`src/rtl/sfx_pkg.sv`:
```
// Shared definitions for the sound-effect sweep engine.
//   DIR_DOWN_HP / DIR_UP_HP : meaning of the per-channel dir bit
//   sfx_state_t             : sweep FSM state encoding
//   clog2_min1              : $clog2 that never returns less than 1 (port widths)
package sfx_pkg;

  // dir = 0: half-period shrinks (pitch rises); dir = 1: half-period grows (pitch falls)
  localparam logic DIR_DOWN_HP = 1'b0;
  localparam logic DIR_UP_HP   = 1'b1;

  typedef enum logic {
    ST_IDLE = 1'b0,
    ST_PLAY = 1'b1
  } sfx_state_t;

  function automatic int clog2_min1(input int n);
    return (n <= 1) ? 1 : $clog2(n);
  endfunction

endpackage

```
`src/rtl/sfx_pwm.sv`:
```
// Volume PWM stage for the sweep engine.
// A free-running counter (cleared only by reset) is compared against vol; the
// square wave is gated by that duty and by mute, then registered onto the pin.
// Ports:
//   CLK100MHZ  in   system clock
//   reset      in   synchronous active-high reset
//   sq         in   square wave from the sweep datapath
//   vol        in   duty numerator, vol / 2^PWM_W
//   mute       in   forces audio_out low
//   audio_out  out  registered PWM audio output (one cycle behind sq)
module sfx_pwm #(
  parameter int PWM_W = 4
) (
  input  logic             CLK100MHZ,
  input  logic             reset,
  input  logic             sq,
  input  logic [PWM_W-1:0] vol,
  input  logic             mute,
  output logic             audio_out
);

  logic [PWM_W-1:0] pwm_cnt;

  always_ff @(posedge CLK100MHZ) begin
    if (reset) begin
      pwm_cnt   <= '0;
      audio_out <= 1'b0;
    end else begin
      // wraps naturally modulo 2^PWM_W
      pwm_cnt   <= pwm_cnt + PWM_W'(1);
      audio_out <= sq & ~mute & (pwm_cnt < vol);
    end
  end

endmodule

```
`src/rtl/sfx_sweep_engine.sv`:
```
// Multi-channel square-wave pitch-sweep sound-effect generator.
// The highest-index triggered channel (with non-zero len) wins; a winner with
// an index >= the playing channel restarts the sweep, a lower one is ignored.
// Each toggle of the square wave moves the half-period by step (clamped to
// [MIN_HP, 2^CNT_W-1]) until len toggles have been produced.
// Ports:
//   CLK100MHZ  in   system clock
//   reset      in   synchronous active-high reset
//   trig       in   one-cycle start pulse per channel (higher index wins)
//   start_hp   in   per-channel initial half-period, channel c at [c*CNT_W +: CNT_W]
//   step       in   per-channel half-period change per toggle
//   dir        in   per-channel sweep direction (see sfx_pkg)
//   len        in   per-channel number of toggles, channel c at [c*LEN_W +: LEN_W]
//   vol        in   output duty while the square wave is high
//   mute       in   silences audio_out, sweep keeps running
//   audio_out  out  registered PWM audio output
//   busy       out  high while a sweep plays
//   active_ch  out  channel playing (holds last value when idle)
//   done       out  one-cycle pulse on natural completion of a sweep
module sfx_sweep_engine
  import sfx_pkg::*;
#(
  parameter int NUM_CH = 3,
  parameter int CNT_W  = 24,
  parameter int LEN_W  = 8,
  parameter int PWM_W  = 4,
  parameter int MIN_HP = 2,
  parameter int CH_W   = clog2_min1(NUM_CH)
) (
  input  logic                    CLK100MHZ,
  input  logic                    reset,
  input  logic [NUM_CH-1:0]       trig,
  input  logic [NUM_CH*CNT_W-1:0] start_hp,
  input  logic [NUM_CH*CNT_W-1:0] step,
  input  logic [NUM_CH-1:0]       dir,
  input  logic [NUM_CH*LEN_W-1:0] len,
  input  logic [PWM_W-1:0]        vol,
  input  logic                    mute,
  output logic                    audio_out,
  output logic                    busy,
  output logic [CH_W-1:0]         active_ch,
  output logic                    done
);

  localparam logic [CNT_W-1:0] MIN_HP_V = CNT_W'(MIN_HP);

  sfx_state_t state_q, state_d;

  logic [CNT_W-1:0] cnt;
  logic [CNT_W-1:0] hp;
  logic [CNT_W-1:0] step_q;
  logic             dir_q;
  logic [LEN_W-1:0] toggles_left;
  logic             sq;

  // ---------------- priority select ----------------
  logic             win_vld;
  logic [CH_W-1:0]  win_idx;
  logic [CNT_W-1:0] sel_start;
  logic [CNT_W-1:0] sel_step;
  logic             sel_dir;
  logic [LEN_W-1:0] sel_len;

  // Ascending scan: the last qualifying channel (highest index) wins.
  always_comb begin
    win_vld   = 1'b0;
    win_idx   = '0;
    sel_start = '0;
    sel_step  = '0;
    sel_dir   = DIR_DOWN_HP;
    sel_len   = '0;
    for (int c = 0; c < NUM_CH; c++) begin
      if (trig[c] && (len[c*LEN_W +: LEN_W] != '0)) begin
        win_vld   = 1'b1;
        win_idx   = CH_W'(c);
        sel_start = start_hp[c*CNT_W +: CNT_W];
        sel_step  = step[c*CNT_W +: CNT_W];
        sel_dir   = dir[c];
        sel_len   = len[c*LEN_W +: LEN_W];
      end
    end
  end

  // ---------------- FSM ----------------
  logic start_go;
  logic seg_end;
  logic finish;

  always_comb begin
    start_go = win_vld && ((state_q == ST_IDLE) || (win_idx >= active_ch));
    seg_end  = (state_q == ST_PLAY) && (cnt == hp - CNT_W'(1));
    finish   = seg_end && (toggles_left == LEN_W'(1));
    state_d  = state_q;
    if (start_go) begin
      state_d = ST_PLAY;   // a start on the completion edge wins over finishing
    end else if (finish) begin
      state_d = ST_IDLE;
    end
  end

  always_ff @(posedge CLK100MHZ) begin
    if (reset) state_q <= ST_IDLE;
    else       state_q <= state_d;
  end

  assign busy = (state_q == ST_PLAY);

  // ---------------- half-period update ----------------
  // Both paths work one bit wider so saturation is decided before any wrap.
  logic [CNT_W:0]   hp_sum;
  logic [CNT_W:0]   hp_floor;
  logic [CNT_W-1:0] hp_next;

  always_comb begin
    hp_sum   = {1'b0, hp} + {1'b0, step_q};
    hp_floor = {1'b0, step_q} + {1'b0, MIN_HP_V};
    if (dir_q == DIR_UP_HP) begin
      hp_next = hp_sum[CNT_W] ? '1 : hp_sum[CNT_W-1:0];
    end else begin
      hp_next = ({1'b0, hp} < hp_floor) ? MIN_HP_V : (hp - step_q);
    end
  end

  // ---------------- sweep datapath ----------------
  always_ff @(posedge CLK100MHZ) begin
    if (reset) begin
      cnt          <= '0;
      hp           <= '0;
      step_q       <= '0;
      dir_q        <= DIR_DOWN_HP;
      toggles_left <= '0;
      sq           <= 1'b0;
      active_ch    <= '0;
      done         <= 1'b0;
    end else begin
      done <= 1'b0;
      if (start_go) begin
        hp           <= (sel_start < MIN_HP_V) ? MIN_HP_V : sel_start;
        step_q       <= sel_step;
        dir_q        <= sel_dir;
        toggles_left <= sel_len;
        cnt          <= '0;
        sq           <= 1'b1;
        active_ch    <= win_idx;
      end else if (state_q == ST_PLAY) begin
        if (seg_end) begin
          cnt          <= '0;
          toggles_left <= toggles_left - LEN_W'(1);
          hp           <= hp_next;
          if (finish) begin
            sq   <= 1'b0;
            done <= 1'b1;
          end else begin
            sq <= ~sq;
          end
        end else begin
          cnt <= cnt + CNT_W'(1);
        end
      end
    end
  end

  // ---------------- volume PWM ----------------
  sfx_pwm #(
    .PWM_W(PWM_W)
  ) u_pwm (
    .CLK100MHZ(CLK100MHZ),
    .reset    (reset),
    .sq       (sq),
    .vol      (vol),
    .mute     (mute),
    .audio_out(audio_out)
  );

endmodule
```
`config.mk`:
```
export PLATFORM = sky130hd
export DESIGN_NAME = sfx_sweep_engine
export DESIGN_NICKNAME = d
export VERILOG_FILES = /design/src/rtl/sfx_pkg.sv /design/src/rtl/sfx_pwm.sv /design/src/rtl/sfx_sweep_engine.sv
export SDC_FILE = /design/constraint.sdc
export NUM_CORES = 1
export LEC_CHECK = 0
export ABC_AREA = 1
export BUFFER_PORTS_ARGS = -buffer_cell sky130_fd_sc_hd__buf_4
export CAP_MARGIN = 25
export CORE_ASPECT_RATIO = 0.7
export CORE_UTILIZATION = 30
export DETAILED_ROUTE_END_ITERATION = 10
export GPL_ROUTABILITY_DRIVEN = 0
export GPL_TIMING_DRIVEN = 0
export PLACE_DENSITY = 0.51
export SETUP_SLACK_MARGIN = 0.02
export SYNTH_ARGS = -nofsm -noshare
export SYNTH_HDL_FRONTEND = slang
export SYNTH_SLANG_ARGS = --single-unit
```
`constraint.sdc`:
```
create_clock -name CLK100MHZ -period 11.4 [get_ports CLK100MHZ]
set_clock_uncertainty 0.2 [all_clocks]
set_input_delay 1.14 -clock CLK100MHZ [delete_from_list [all_inputs] [get_ports CLK100MHZ]]
set_output_delay 1.14 -clock CLK100MHZ [all_outputs]
set_load 0.03 [all_outputs]
```
==> results.md <==
* Unique masters post-synth at 51
* Status: finished clean
* Synth Area per Inst at 5.888 um2
* Synth Area in Adders at 0.09949
* Core area at 33910 um2
* Fin util at 0.3746
* Filler Cell Count at 3822
* # IOs at 186
* HPWL Detailed at 38.15 mm
* Synth Area in Simple Gates at 0.3795
* Synth Area in Compound Gates at 0.1743
* Most used DFF post-synth: dfxtp_1
* CTS resizes at 0
* Pins Over Slew Limit at 0
* Max VDD drop at ~0.000075 V
* Post-synth net total at 2040
* Arr. time, crit path at 5240 ps
* Worst-margin pin slew at 802.8 ps
* CP Max Fanout at 10
* Met3 WL post-DR at 3.974 mm
* Rows at 56
* Final wirelength at 45.13 mm
* CP endpoint kind: flop
* PwrDens at 119.5 nW/um2
* CTS Buf Count at 9
* Final nets at ~2.2k
* DR WL/cell at 18.49 um
* Worst R2R Start: step_q[1]$_SDFFE_PP0P_
* DR DRC count at 0
* Maxcap violations at 0
* H-tree levels at 3
* Maximum root-to-sink buffer count at 2
* Post-synth ARST share at 0
* Worst-Skew Late Latency at 370 ps
* First drt pass iteration count at 6
* Worst setup SP type: flop
* Number of global-route vias before repair at 11.83k
* Part of the Yosys area used for sequential elements at 0.1741
* HP Class: flop to flop
* Worst Setup SP: step_q[1]$_SDFFE_PP0P_
* Die height at ~160 um
* Total global-route track usage at 0.2546
* RSZ-0062 raised after global routing: false
* Hold buffers post-CTS at 0
* Largest family of logic cells by synthesized area: simple AND/OR/NAND/NOR gates
* Met2 wire len at 18.23 mm
* PnR worst setup slack at 6253 ps
* Synthesized flop and latch total at 91
* Metal-1 WL at 22.54 mm
* WP data required at 11490 ps
* Gr ovfl total at 0
* Clk slew on worst S/H paths at 70 ps
* Layout overhead on the synthesized area at 21.42%
* Root buffer cell: clkbuf_16
* Leak at 6.038 nW
* # setup viols final at 0
* Pin count of the biggest net entering global routing at 16
* Top routing layer in use: met4
* Final TNS setup at 0 ps
* Mapped Area at 10460 um2
* First-pass GRT wire length at 68.90 mm
* CTS tree: done
* Initial antenna violation count at 1
* Count of final hold-check violations at 0
* Die width at around 230 um
* Final ANT Viol Nets at 0
* Critical path type: flop to flop
* Synth Instances at 1777
* Number of synthesized flops with an enable pin at 0
* Via count at 12.67k
* Multiplexer share of the synthesized area at 0
* Yosys warnings at 0
* Full die area at 35640 um2
* Worst relative slew slack at 0.4648
* Post-Synth XOR/XNOR Area at 0.07294
* Via density at 5.190
* Fin crit share at 0.4515
* Clk sink count at between 90 and 100
* Post-CTS setup buffers at 0
* 1st-iter DRT viols at between 1k and 1.5k
* Min-Delay Startpoint: u_pwm.pwm_cnt[0]$_SDFF_PP0_
* Max Clock Freq at 194.3 MHz
* Min cycle time layout at 5147 ps
* Layout cell share with drive strength beyond 1 at 0.1301
* PortBufs at 184
* Pre-CTS setup slack at 6279 ps
* Initial core utilization at 0.3086
-- power breakdown --
group	switching, mW	total, mW	internal [mW]	leakage, nW
Sequential	0.0604	0.407	0.347	0.749
Combinational	0.536	0.815	0.279	5.16
Clock	0.142	0.296	0.154	0.131
Total	0.739	1.52	0.779	6.04
-- cell type report --
cell class | count | area [um2] | share of cell area
Sequential cell | 91 | 1822 | 0.1434
Inverter | 197 | 739.5 | 0.05820
Antenna cell | 1 | 2.502 | 0.0001970
Buffer | 67 | 302.8 | 0.02383
Multi-Input combinational cell | 1422 | 7600 | 0.5982
Timing Repair Buffer | 184 | 1381 | 0.1087
Tap cell | 464 | 580.6 | 0.04570
Clock buffer | 10 | 239.0 | 0.01881
Clock inverter | 5 | 37.54 | 0.002954
-- flip-flops by register name (all words and copies together), names as in the netlist --
signal           count
cnt                 24
hp                  24
step_q              24
toggles_left         8
u_pwm.pwm_cnt        4
active_ch            2
busy                 1
dir_q                1
done                 1
sq                   1
u_pwm.audio_out      1
-- synthesized netlist by cell type, drive strengths merged, types with 7 or more instances --
master  number  area [um2]
buf         24       140.1
o21bai       7       52.55
nand3      135       675.7
o211ai       7       52.55
or2         10       62.56
ha          80        1001
nor2       300        1196
inv        196       735.7
o21ai      128       644.4
clkbuf      43       162.7
o22ai       14       87.58
nand2      406        1551
a31oi        8       50.05
xor2        67       586.8
a21oi      117       585.6
nand3b       8       60.06
nand4       23       143.9
nor3        41       215.2
o41ai       19       166.4
xnor2       15       131.4
dfxtp       91        1822
-- worst paths after layout --
path / slack (ps) / end / cells after the start
min reg2reg: 280 / u_pwm.pwm_cnt[0]$_SDFF_PP0_ / 1
max: 6250 / hp[6]$_SDFFE_PP0P_ / 24
max reg2reg: 6250 / hp[6]$_SDFFE_PP0P_ / 24
min: 280 / u_pwm.pwm_cnt[0]$_SDFF_PP0_ / 1
-- cells by family (layout without fill, tap and decap cells) --
kind of cell | after synthesis | count (layout)
other | 0 | 1
DFF | 91 | 91
AOI/OAI and AO/OA | 323 | 323
buffers and inverters | 264 | 463
xor gates and xnor gates | 84 | 84
and+or+nand+nor | 933 | 933
adders and majority gates | 82 | 82
-- through the flow --
step	total power [mW]	area [um2]	hold slack [ps]	cells
after floorplan	0.9237	10460	227.3	1777
after global placement	1.199	12430	262.2	2425
after detailed placement	1.204	12430	266.0	2425
after CTS	1.503	12700	282.7	2440
after global routing	1.627	12700	337.8	2440
final	1.518	12700	279.6	2441
-- worst max-delay path, stage by stage, from the launching register on --
cell and delay (ps):
dfxtp_1 480, ha_1 240, nand3_1 140, nor3_1 280
nand3_1 210, nor3_2 210, inv_1 60, nor3_1 220
inv_1 90, nor4_1 410, xor2_1 150, ha_1 300
inv_1 50, nor3_1 280, nand2b_1 180, nor3_1 230
nand3_1 150, nand2_1 110, nand2_2 140, nor2_1 240
buf_4 260, o21ai_1 90, o211ai_1 110, nor2_1 110
nor2_1 100
-- layout by cell type, fill, tap and decap left out, drive strengths merged, types with 14 or more instances in the layout --
master	count
nand3	135
clkbuf	53
nand4	23
a21oi	117
o21ai	128
o41ai	19
xnor2	15
nand2	406
nor2	300
xor2	67
ha	80
o22ai	14
inv	197
buf	208
dfxtp	91
nor3	41
-- routing by layer --
layer / up-vias / GRT usage
met1: 5882 / 0.3866
met3: 24 / 0.04576
li1: 6216 / -
met4: 0 / 0.04211
met5: - / 0
met2: 548 / 0.3713
Power figures use the tool's default switching activity.
